**src/rtl/fetch_queue.sv**
```systemverilog
// Instruction buffer between fetch and decode.
// Circular FIFO of {pc, inst, compressed} with valid/ready on both sides.
module fetch_queue #(
  parameter int DEPTH = 4,
  parameter int XLEN  = 64
) (
  input  logic                     clk,
  input  logic                     rst,
  input  logic                     flush,
  input  logic                     in_valid,
  input  logic [XLEN-1:0]          in_pc,
  input  logic [31:0]              in_inst,
  input  logic                     in_compressed,
  output logic                     in_ready,
  output logic                     out_valid,
  output logic [XLEN-1:0]          out_pc,
  output logic [31:0]              out_inst,
  output logic                     out_compressed,
  input  logic                     out_ready,
  output logic [$clog2(DEPTH):0]   level
);

  localparam int AW = $clog2(DEPTH);
  localparam int PW = AW + 1;

  logic [PW-1:0]   rd_ptr;
  logic [PW-1:0]   wr_ptr;
  logic [XLEN-1:0] pc_q   [DEPTH];
  logic [31:0]     inst_q [DEPTH];
  logic            comp_q [DEPTH];

  logic empty;
  logic full;
  logic push;
  logic pop;

  assign empty = (rd_ptr == wr_ptr);
  assign full  = (rd_ptr[AW-1:0] == wr_ptr[AW-1:0]) &&
                 (rd_ptr[AW] != wr_ptr[AW]);

  // in_ready looks at state only, so a full queue never takes a push
  assign in_ready  = !full && !rst;
  assign out_valid = !empty;
  assign push      = in_valid && in_ready && !flush;
  assign pop       = out_valid && out_ready && !flush;
  assign level     = wr_ptr - rd_ptr;

  // Pointer update; flush invalidates everything by catching rd up to wr
  always_ff @(posedge clk or posedge rst) begin
    if (rst) begin
      rd_ptr <= '0;
      wr_ptr <= '0;
    end else if (flush) begin
      rd_ptr <= wr_ptr;
    end else begin
      if (push) wr_ptr <= wr_ptr + PW'(1);
      if (pop)  rd_ptr <= rd_ptr + PW'(1);
    end
  end

  // Entry storage; contents are never cleared, only the pointers gate them
  always_ff @(posedge clk) begin
    if (push) begin
      pc_q[wr_ptr[AW-1:0]]   <= in_pc;
      inst_q[wr_ptr[AW-1:0]] <= in_inst;
      comp_q[wr_ptr[AW-1:0]] <= in_compressed;
    end
  end

  // Head read; zero when empty, upper half masked for RVC
  always_comb begin
    out_pc         = '0;
    out_inst       = '0;
    out_compressed = 1'b0;
    if (!empty) begin
      out_pc         = pc_q[rd_ptr[AW-1:0]];
      out_compressed = comp_q[rd_ptr[AW-1:0]];
      out_inst       = inst_q[rd_ptr[AW-1:0]];
      if (out_compressed) out_inst[31:16] = 16'h0;
    end
  end

endmodule
```
**config.mk**
```make
export PLATFORM = sky130hd
export DESIGN_NAME = fetch_queue
export DESIGN_NICKNAME = d
export VERILOG_FILES = /design/src/rtl/fetch_queue.sv
export SDC_FILE = /design/constraint.sdc
export NUM_CORES = 1
export LEC_CHECK = 0
export BUFFER_PORTS_ARGS = -buffer_cell sky130_fd_sc_hd__clkbuf_2
export CORE_MARGIN = 1.5
export CORE_UTILIZATION = 60
export DETAILED_ROUTE_END_ITERATION = 6
export PLACE_DENSITY = 0.92
export SLEW_MARGIN = 20
export SYNTH_ARGS = -nofsm -noshare
export SYNTH_HDL_FRONTEND = slang
export SYNTH_SLANG_ARGS = --single-unit
```
**constraint.sdc**
```tcl
create_clock -name clk -period 6.86 [get_ports clk]
set_input_delay 0.343 -clock clk [delete_from_list [all_inputs] [get_ports clk]]
set_output_delay 0.343 -clock clk [all_outputs]
set_load 0.01 [all_outputs]
```
Word-level counts from Yosys, hierarchy flattened --
Memory sizes are Yosys's and may differ from the RTL's. Index checks and enable logic that the tools add are counted. W data, S select, Z words.
Storage, ports and cells: bits in registers 6, bits in writable memories 388, bits of input ports 102, output and inout bits 102, logic and storage cells 32, memories kept 3
Memories:
- pc_q | words 4, width 64, rd ports 1, clocked after Yosys merged registers in 0, wr ports 1, RTL line 28 | logic [XLEN-1:0] pc_q [DEPTH];
- inst_q | words 4, width 32, rd ports 1, clocked after Yosys merged registers in 0, wr ports 1, RTL line 29 | logic [31:0] inst_q [DEPTH];
- comp_q | words 4, width 1, rd ports 1, clocked after Yosys merged registers in 0, wr ports 1, RTL line 30 | logic comp_q [DEPTH];
Cells by class: add/subtract/negate cells 3, equal/unequal tests 3, mux-type cells 8, bitwise operators 1, reduce and logical (&&, ||, !) cells 12
Operators by type and width (number):
- $mux W64 | 1
- $mux W32 | 1
- $mux W16 | 1
- $add A3 B1 Y3 const B | 2
- $logic_and A1 B1 Y1 | 6
- $mux W3 | 2
- $logic_not A1 Y1 | 4
- $eq A3 B3 Y1 | 1
- $mux W1 | 3
- $sub A3 B3 Y3 | 1
- $eq A2 B2 Y1 | 1
- $reduce_and A2 Y1 | 1
- $reduce_bool A2 Y1 | 1
- $ne A1 B1 Y1 | 1
- $not A1 Y1 | 1

Logic depth before layout (Yosys ltp) --
depth after elaboration 8, gate-level depth with buffers 9, mapped depth without buffers 5

Worst setup path after synthesis --
No wires, ideal clock.
path type register -> register, from register rd_ptr[1], to memory comp_q[0], enable pin, setup time 0.467 ns, arrival 4.022 ns, data required time 6.393 ns, path slack 2.371 ns, stages on the path, launching flop included 8, buffers on the path 2, clock period less this slack 4.489 ns, cells stage by stage dfrtp_1 buf_2 buf_2 inv_1 ha_1 and2_1 a21oi_1 and3_1
Between the ends: longest elaborated chain between the ends 8
RTL lines:
- start, declared | RTL line 26 | logic [PW-1:0] rd_ptr;
- start signal, assigned | RTL line 54 | rd_ptr <= wr_ptr;
- start signal, assigned | RTL line 57 | if (pop) rd_ptr <= rd_ptr + PW'(1);
- $eq A2 B2 Y1 | RTL line 38 | assign full = (rd_ptr[AW-1:0] == wr_ptr[AW-1:0]) &&
- $logic_and A1 B1 Y1 | RTL line 38
- $logic_not A1 Y1 | RTL line 42 | assign in_ready = !full && !rst;
- $logic_and A1 B1 Y1 | RTL line 42
- via in_ready | RTL line 14 | output logic in_ready,
- $logic_and A1 B1 Y1 (2 in a row) | RTL line 44 | assign push = in_valid && in_ready && !flush;
- $mux W1 | RTL line 63 | if (push) begin
- $mux W1 (not written as such) | RTL line 66 | comp_q[wr_ptr[AW-1:0]] <= in_compressed;
- end, declared | RTL line 30
The timed path passes the listed nets, and every way through them passes these cells.

Worst setup path after layout --
from register rd_ptr[1], to memory pc_q[1][11], enable pin
Between the ends: longest elaborated chain between the ends 8
RTL lines:
- $eq A2 B2 Y1 | RTL line 38
- $logic_and A1 B1 Y1 | RTL line 38
- $logic_not A1 Y1 | RTL line 42
- $logic_and A1 B1 Y1 | RTL line 42
- $logic_and A1 B1 Y1 (2 in a row) | RTL line 44
- $mux W1 | RTL line 63
- $mux W1 (not written as such) | RTL line 64 | pc_q[wr_ptr[AW-1:0]] <= in_pc;
- end, declared | RTL line 28
Every way passes these cells.

==> parameters.txt <==
Parameter                              Value

Status
  Result of the run    complete, no violations

Clock network
  TritonCTS clock tree    yes
  Clock network latency to the later pin of the worst-skew pair    roughly 0.52 ns
  Post-CTS sizing    0
  Cts bufs inserted    39
  CTS clk-pin slew, worst paths    0.06 ns
  Number of levels the H-tree was split into    2
  # clock sinks    between 300 and 400
  Longest Clk Path Bufs    3
  Post-CTS Setup Bufs    0
  Root Buffer Master    sky130_fd_sc_hd__clkbuf_16

Logic synthesis
  Largest cells by area after synthesis    sky130_fd_sc_hd__edfxtp_1 (77%), sky130_fd_sc_hd__mux4_2 (14%), sky130_fd_sc_hd__and2_1 (3.4%)
  Ranking of synthesized cells by instance count    sky130_fd_sc_hd__edfxtp_1 (388), sky130_fd_sc_hd__mux4_2 (97), sky130_fd_sc_hd__and2_1 (82), sky130_fd_sc_hd__nor2b_1 (17), sky130_fd_sc_hd__clkbuf_1 (16)
  Gate Count Post-Synth    673
  Post-synthesis async set-or-reset flop share    1.52%
  Largest area contributor in the synthesized netlist    sky130_fd_sc_hd__edfxtp_1
  Number of nets produced by synthesis    783
  Cell with the most instances after synthesis    sky130_fd_sc_hd__edfxtp_1
  Number of synthesized register bits    394
  Seq/Total Area, Yosys    77.8%
  Post-Syn Area    0.0152 mm^2
  Yosys warning count    0
  Share of Yosys cell area claimed by the top area cell type    76.8%
  Count of different cell masters after synthesis    30
  Most instantiated flip-flop cell in the synthesis netlist    sky130_fd_sc_hd__edfxtp_1
  Number of enable-type register cells in the synthesized netlist    around 390
  Average instance area after synthesis    22.5 um^2

Power
  Peak supply drop    0.291 mV
  Switching portion of total power    between 30% and 40%
  Relative contribution of combinational cells to total power    33.5%
  Int Pwr    5.13 mW
  Cell area power density    421 mW/mm^2
  Clock network power share    26.3%
  Leakage Power    6.06 nW
  Net Switching    2.31 mW
  Sequential share of power    40.1%

Setup path
  Cell-by-cell trace of the critical path    inv_1 -> ha_1 -> and2_1 -> a21oi_1 -> and3_4 -> buf_4
  Buffering stage count on the worst path with inverters included    2
  Crit path kind    reg2reg
  Worst EP arrival    3.97 ns
  Slowest Stage Delay on Critical Path    0.84 ns
  Required time of the critical path    7.01 ns
  Standard cell with the maximum stage delay on the critical path    sky130_fd_sc_hd__dfrtp_4
  Endpoint class of the critical path    register
  Largest fanout on the critical path    52
  Largest delay contributor family on the critical path    simple AND/OR/NAND/NOR gates
  Nature of the critical path startpoint    register

Die
  Effective utilization at floorplan    approximately 62%
  Count of boundary I/O pins    204
  Floorplan row count    57
  DIE AREA    0.0262 mm^2
  Die width    162 um
  DIE HEIGHT    162 um
  Core area    0.0245 mm^2

Cells and area
  Layout area overhead    16.5%
  Non-filler instance count after layout    1244
  Share of cells above drive strength 1    40.0%
  NumNets Final    about 1000

Drt
  Final routed DRC violation total    0
  Average via count per standard cell    5.95
  Average wire length per cell after detail routing    approximately 25 um
  Via count    around 7400
  Routed Antenna Nets    0
  First-pass iteration count of the detailed router    5
  First DRT Iteration DRCs    687
  Total wire length after detailed routing    around 31000 um

Timing
  Period utilization    between 50% and 60%
  Worst slew margin relative to its limit    39.7%
  Setup repair after global routing missed its margin    false
  Slew @ Worst Pin    approximately 0.91 ns
  Period minus WS final    3.82 ns
  Max-slew violation count    0
  Final setup fails    0
  Maximum clock frequency    262 MHz
  Setup TNS Final    0 ns
  Final hold violations    0
  Setup clock skew after layout    around 0.011 ns

Worst hold path
  Kind of path behind the tightest hold check    in2reg

Place
  Routability-driven placement congestion ratio    0.820
  Final HPWL DP    18300 um
  Count of input and output buffers    just over 200
  Number of cells after detailed placement    around 1200

Global route
  Wire length of the first global-routing pass    46700 um
  Overall Global Routing Usage    24.7%
  Overflow left after global routing    0
  Vias in the first global route    7687
  Number of antenna violations at the first check in global routing    6
  Maximum number of pins on one net before global-route repair    63

Flow run
  Reported max-cap violation count    0
logic make-up after synthesis:
| kind of cell | count (synthesis) | share of synthesized area, % |
|---|---|---|
| AOI/OAI and AO/OA | 12 | 0.652 |
| xor gates and xnor gates | 5 | 0.338 |
| adders and majority gates | 8 | 0.710 |
| buffers and inverters | 42 | 1.39 |
| DFF | 394 | 77.8 |
| muxes | 98 | 14.5 |
| and+or+nand+nor | 114 | 4.60 |
metal layers:
metal	vias up	track usage, %	share of wire [%]
li1	3176	-	-
met1	3794	34.0	39
met2	361	39.7	50
met3	60	6.31	8.5
met4	6	8.13	2.7
met5	-	0	0.13
worst reg2reg max path, stage by stage, from the launching register on:
cell	delay, ns
sky130_fd_sc_hd__dfrtp_4	0.84
sky130_fd_sc_hd__inv_1	0.14
sky130_fd_sc_hd__ha_1	0.37
sky130_fd_sc_hd__and2_1	0.22
sky130_fd_sc_hd__a21oi_1	0.36
sky130_fd_sc_hd__and3_4	0.81
sky130_fd_sc_hd__buf_4	0.70
what timing repair did:
action | in CTS | in global routing
hold endpoints to repair | 6 | 0
hold buffers | 1 | 0
endpoints found under the setup margin | 0 | 0
cell type report:
class	count	area (um^2)
repair buffers	212	1090
well taps	324	405
fillers	1419	6870
diodes	2	5.00
flip-flops and latches	394	11800
multi-input cells	237	3170
clock buffers	53	1070
clock inverters	13	86.3
inverters	9	36.3
final timing paths:
path	start	to	slack, ns	cells past startpoint
min reg2reg	wr_ptr[0]	wr_ptr[0]	0.60	1
min	in_pc[26]	pc_q[2][26]	0.04	1
max reg2reg	rd_ptr[1]	pc_q[1][11]	3.04	6
min in group asynchronous	rst	rd_ptr[2]	0.37	3
max	rd_ptr[1]	pc_q[1][11]	3.04	6
max in group asynchronous	rst	rd_ptr[0]	6.22	3
flip-flops by register name, summed over array words and instances, names as in the netlist:
| name | count |
|---|---|
| inst_q | 128 |
| pc_q | 256 |
| rd_ptr | 3 |
| comp_q | 4 |
| wr_ptr | 3 |
power groups by stage:
stage	clock [mW]	combinational, mW	sequential [mW]
after global routing	2.08	2.69	3.01
after global placement	0	2.48	3.01
after detailed placement	0	2.51	3.03
after CTS	1.99	2.54	2.99
final	1.96	2.50	2.99
after floorplan	0	1.72	2.92
metrics by stage:
stage / util [%] / hold slack, ns / setup WS, ns / total power [mW] / area (um^2)
global route: 72.0 / 0.0241 / 2.80 / 7.78 / 17700
CTS: 72.0 / 0.0116 / 3.01 / 7.52 / 17700
finish: 72.0 / 0.0379 / 3.04 / 7.44 / 17700
detailed placement: 67.2 / 0.301 / 3.08 / 5.54 / 16500
global placement: 67.2 / 0.294 / 3.21 / 5.49 / 16500
floorplan: - / 0.151 / 2.37 / 4.64 / 15200
layout by cell type (no fill, tap or decap), types with 8 or more instances in the layout:
cell | netlist | layout
sky130_fd_sc_hd__clkbuf_16 | 0 | 41
sky130_fd_sc_hd__nor2b_1 | 17 | 17
sky130_fd_sc_hd__clkbuf_1 | 16 | 12
sky130_fd_sc_hd__buf_4 | 0 | 8
sky130_fd_sc_hd__edfxtp_1 | 388 | 388
sky130_fd_sc_hd__clkbuf_2 | 0 | 203
sky130_fd_sc_hd__inv_1 | 9 | 8
sky130_fd_sc_hd__and2_1 | 82 | 82
sky130_fd_sc_hd__mux4_2 | 97 | 97
Power figures use the tool's default switching activity.
